<file path="src/rtl/freq_peak_scheduler.sv">
// freq_peak_scheduler: captures a 16-bin FFT frame and scans it one bin per cycle
// through a shared magnitude unit, reporting the strongest bin above THRESH.
module freq_peak_scheduler #(
    parameter logic [31:0] THRESH = 32'd0
) (
    input  logic        clk,
    input  logic        rst,
    input  logic        fft_valid,
    input  logic [31:0] fft_d0,
    input  logic [31:0] fft_d1,
    input  logic [31:0] fft_d2,
    input  logic [31:0] fft_d3,
    input  logic [31:0] fft_d4,
    input  logic [31:0] fft_d5,
    input  logic [31:0] fft_d6,
    input  logic [31:0] fft_d7,
    input  logic [31:0] fft_d8,
    input  logic [31:0] fft_d9,
    input  logic [31:0] fft_d10,
    input  logic [31:0] fft_d11,
    input  logic [31:0] fft_d12,
    input  logic [31:0] fft_d13,
    input  logic [31:0] fft_d14,
    input  logic [31:0] fft_d15,
    output logic        ready,
    output logic        done,
    output logic [3:0]  freq,
    output logic [31:0] peak_mag,
    output logic        no_peak,
    output logic        overrun,
    output logic [7:0]  frame_cnt
);
    typedef enum logic [1:0] {IDLE, SCAN, DONE} state_t;
    state_t             state_q;
    logic [31:0]        bank_q [16];
    logic [31:0]        din [16];
    logic [3:0]         scan_q, win_q, win_d, freq_q;
    logic [31:0]        max_q, max_d, peak_q, mag, re_sq, im_sq;
    logic signed [31:0] re, im;
    logic               upd, done_q, no_peak_q, overrun_q;
    logic [7:0]         cnt_q;
    assign din = '{fft_d0, fft_d1, fft_d2, fft_d3, fft_d4, fft_d5, fft_d6, fft_d7,
                   fft_d8, fft_d9, fft_d10, fft_d11, fft_d12, fft_d13, fft_d14, fft_d15};
    // Squares of 16-bit values fit 2^30 each, so the unsigned 32-bit sum cannot overflow.
    always_comb begin
        re    = {{16{bank_q[scan_q][31]}}, bank_q[scan_q][31:16]};
        im    = {{16{bank_q[scan_q][15]}}, bank_q[scan_q][15:0]};
        re_sq = re * re;
        im_sq = im * im;
        mag   = re_sq + im_sq;
        upd   = mag > max_q && mag > THRESH;
        max_d = upd ? mag : max_q;
        win_d = upd ? scan_q : win_q;
    end
    always_ff @(posedge clk) begin
        if (rst) begin
            state_q   <= IDLE;
            scan_q    <= '0;
            win_q     <= '0;
            max_q     <= '0;
            done_q    <= 1'b0;
            overrun_q <= 1'b0;
            freq_q    <= '0;
            peak_q    <= '0;
            no_peak_q <= 1'b0;
            cnt_q     <= '0;
        end else begin
            done_q    <= 1'b0;
            overrun_q <= fft_valid && state_q == SCAN;
            case (state_q)
                IDLE, DONE: begin
                    if (fft_valid) begin
                        bank_q  <= din;
                        max_q   <= '0;
                        win_q   <= '0;
                        scan_q  <= '0;
                        state_q <= SCAN;
                    end else begin
                        state_q <= IDLE;
                    end
                end
                SCAN: begin
                    max_q  <= max_d;
                    win_q  <= win_d;
                    scan_q <= scan_q + 4'd1;
                    if (scan_q == 4'd15) begin
                        state_q   <= DONE;
                        done_q    <= 1'b1;
                        freq_q    <= win_d;
                        peak_q    <= max_d;
                        no_peak_q <= max_d == '0;
                        cnt_q     <= cnt_q + 8'd1;
                    end
                end
                default: state_q <= IDLE;
            endcase
        end
    end
    assign ready     = state_q != SCAN;
    assign done      = done_q;
    assign freq      = freq_q;
    assign peak_mag  = peak_q;
    assign no_peak   = no_peak_q;
    assign overrun   = overrun_q;
    assign frame_cnt = cnt_q;
endmodule

</file>
<file path="config.mk">
export PLATFORM = sky130hd
export DESIGN_NAME = freq_peak_scheduler
export DESIGN_NICKNAME = d
export VERILOG_FILES = /design/src/rtl/freq_peak_scheduler.sv
export SDC_FILE = /design/constraint.sdc
export NUM_CORES = 2
export LEC_CHECK = 0
export BUFFER_PORTS_ARGS = -buffer_cell sky130_fd_sc_hd__buf_2
export CAP_MARGIN = 15
export CORE_ASPECT_RATIO = 0.5
export CORE_UTILIZATION = 55
export CTS_BUF_LIST = sky130_fd_sc_hd__clkbuf_8
export DETAILED_ROUTE_END_ITERATION = 10
export PLACE_DENSITY = 0.82
export SETUP_SLACK_MARGIN = 0.3
export SYNTH_ARGS = -nofsm -noshare
export SYNTH_HDL_FRONTEND = slang
export SYNTH_SLANG_ARGS = --single-unit
</file>
<file path="constraint.sdc">
create_clock -name clk -period 28 [get_ports clk]
set_input_delay 4.2 -clock clk [delete_from_list [all_inputs] [get_ports clk]]
set_output_delay 4.2 -clock clk [all_outputs]
set_load 0.02 [all_outputs]
</file>
==> impl_metrics.toml <==
[run_status]
outcome = "completed"

[die]
core_mm2 = 0.0752
die_h_um = 197
die_area_mm2 = 0.0771
num_rows = 71
die_w_um = 392
start_util_pct = 55.6
io_pins = 563

[synth]
synthFlopType = "edfxtp_1"
yosysSeqAreaShare_pct = 41.1
synth_fa_ha_area_share_pct = 30.5
synth_mux_area_share_pct = 9.80
synth_nets = 4456
synth_seq_cells = 601
synth_cell_types = 72
synth_top_family_by_area = "adder cells"
synth_compound_area_share_pct = 3.61
synthArstFlopShare_pct = 0
synth_xor_area_share_pct = 1.26
synth-edff-count = 512
synth.largest_area_cell = "edfxtp_1"
syn_inst = 3235
ys_warn_count = 0
avgSynthCellArea_um2 = 12.9
synth_area_leaders = "edfxtp_1 37%, fa_1 25%, mux4_2 7.8%"
netlist_area_mm2 = 0.0418
yosysTopAreaCellShare_pct = 36.8
synth-simple-area-share_pct = 6.26

[timing]
fmax_ghz = 0.0719
hold_viol = 0
period_share_pct = 49.7
worstMarginPinSlew_ns = 1.19
slew_headroom_pct = 20.8
setup_viol_count_final = 0
rsz0062_at_grt = "false"
clock_skew_ns = 0.0562
report.final.slew_viol_count = 0
fin_crit_ns = 13.91
tns_ns = 0

[worst_setup_path]
crit_path_frequent_cell = "fa_1"
cpMaxStageDelayCell = "o21ai_1"
critical_path_class = "flip-flop to flip-flop"
endpoint_kind = "flip-flop"
cpPeakStageDelay_ns = 0.75
critPathMaxFanout = 104
critPathRequiredTime_ns = 28.54
cp-start-kind = "flip-flop"
worstPathArrival_ns = 14.44

[routing]
viasPerCell = 5.63
drc = 0
vias = 27700
antenna_left = 0
first_pass_iters = 8
drt-initial-drc-count = 2953
postRouteWirelength_um = 112000
wl_per_cell_um = 22.7

[finish]
regArea_mm2 = 0.0172
final_common_cell = "inv_1"
multi_input_area_mm2 = 0.0215
fin_cells = 4925
nets = 5017
drive_above_1_share_pct = 23.0
fillers = 5589
layout_common_cells = "710 x inv_1, 562 x buf_2, 520 x fa_1"
synthToLayoutAreaGrowth_pct = 13.5

[hold_path]
hp-class = "flip-flop to flip-flop"

[cts]
cts_made_buffers = 86
clockBufferDepth = 3
cts_max_level = 3
clk_pin_slew_ns = 0.06
post_cts_buffers = 0
cts_resized = 0
cts_tree = "yes"
hold_buffers = 0
cts_num_sinks = 601
clk_latency_ns = 0.74
root_buffer = "clkbuf_8"

[grt]
first_global_vias = 29000
grt_overflow = 0
grt_pass1_wl_um = 167000
grtUsageTotal_pct = 29.2
grt_max_degree = 185
antenna_found_initial = 32

[flow_run]
maxCapViolations = 0

[placed_design]
gp_congestion = 0.964
portBuffers = 562
dp_hpwl_um = 87300
placed_cells = 4727
-- final timing paths --
| kind | startpoint | end | slack [ns] | cells after the start |
|---|---|---|---|---|
| setup / recovery | scan_q[0]$_SDFFE_PP0P_ | peak_mag[0]$_SDFFE_PP0P_ | 14.09 | 36 |
| hold / removal | freq[3]$_SDFFE_PP0P_ | freq[3]$_SDFFE_PP0P_ | 0.46 | 2 |
| setup reg to reg | scan_q[0]$_SDFFE_PP0P_ | peak_mag[0]$_SDFFE_PP0P_ | 14.09 | 36 |
| hold reg to reg | freq[3]$_SDFFE_PP0P_ | freq[3]$_SDFFE_PP0P_ | 0.46 | 2 |
-- sequential cells by signal, indices dropped and copies added (netlist names) --
signal / cells
bank_q: 512
done: 1
frame_cnt: 8
freq: 4
max_q: 32
no_peak: 1
overrun: 1
peak_mag: 32
scan_q: 4
state_q: 2
win_q: 4
-- synth_stat cells, types with 6 or more instances --
cell type	count
a211oi_1	28
a21o_1	22
a21oi_1	56
a221o_1	6
and2_1	18
buf_1	15
buf_2	6
clkbuf_1	90
clkinv_1	12
dfxtp_1	89
edfxtp_1	512
fa_1	520
ha_1	186
inv_1	695
mux2_2	18
mux2i_1	65
mux4_2	144
nand2_1	193
nand2b_1	9
nand3_1	47
nand4_1	14
nor2_1	237
nor2b_1	7
nor3_1	24
nor4_1	11
o211ai_1	9
o21a_1	13
o21ai_0	25
o21ai_1	7
o31ai_1	6
xnor2_1	41
xor2_1	19
-- per-stage QoR --
stage / util (%) / area (µm²) / worst slack [ns] / hold WS, ns
3_5_place_dp: 60.8 / 45700 / 13.09 / 0.446
6_report: 63.1 / 47400 / 14.09 / 0.455
4_1_cts: 62.9 / 47300 / 13.05 / 0.455
3_3_place_gp: 60.8 / 45700 / 13.30 / 0.438
2_1_floorplan: - / 41800 / 0.780 / 0.448
5_1_grt: 63.1 / 47400 / 13.30 / 0.489
-- layout make-up --
cell class / count / area share [%]
antenna: 37 / 0.195
clock buffer: 91 / 2.64
clock inverter: 67 / 0.799
inverter: 708 / 5.60
multi-input combinational: 1808 / 45.4
sequential: 601 / 36.2
tap: 1022 / 2.70
timing repair buffer: 591 / 6.47
-- per-layer routing --
| metal | track usage, % | share of wire [%] |
|---|---|---|
| met5 | 0 | 0.012 |
| met4 | 11.8 | 3.8 |
| met3 | 6.03 | 9.3 |
| met2 | 46.7 | 49 |
| met1 | 39.5 | 38 |
-- kinds of logic after synthesis --
kind of cell	count (synthesis)
buf+inv	826
fa+ha+maj	706
compound gates	218
flops	601
simple gates	597
xor+xnor	60
mux	227
-- critical path: cells and delay by family (launching register included) --
family          cells  cell delay (ns)
buf+inv             7             2.01
flops               1             0.72
compound gates      8             3.19
mux                 3             1.13
fa+ha+maj          10             4.57
simple gates        8             1.79
Power is left out: the tool's default activity adds up to more than one toggle a clock period on the data nets, which glitch-free logic cannot reach.
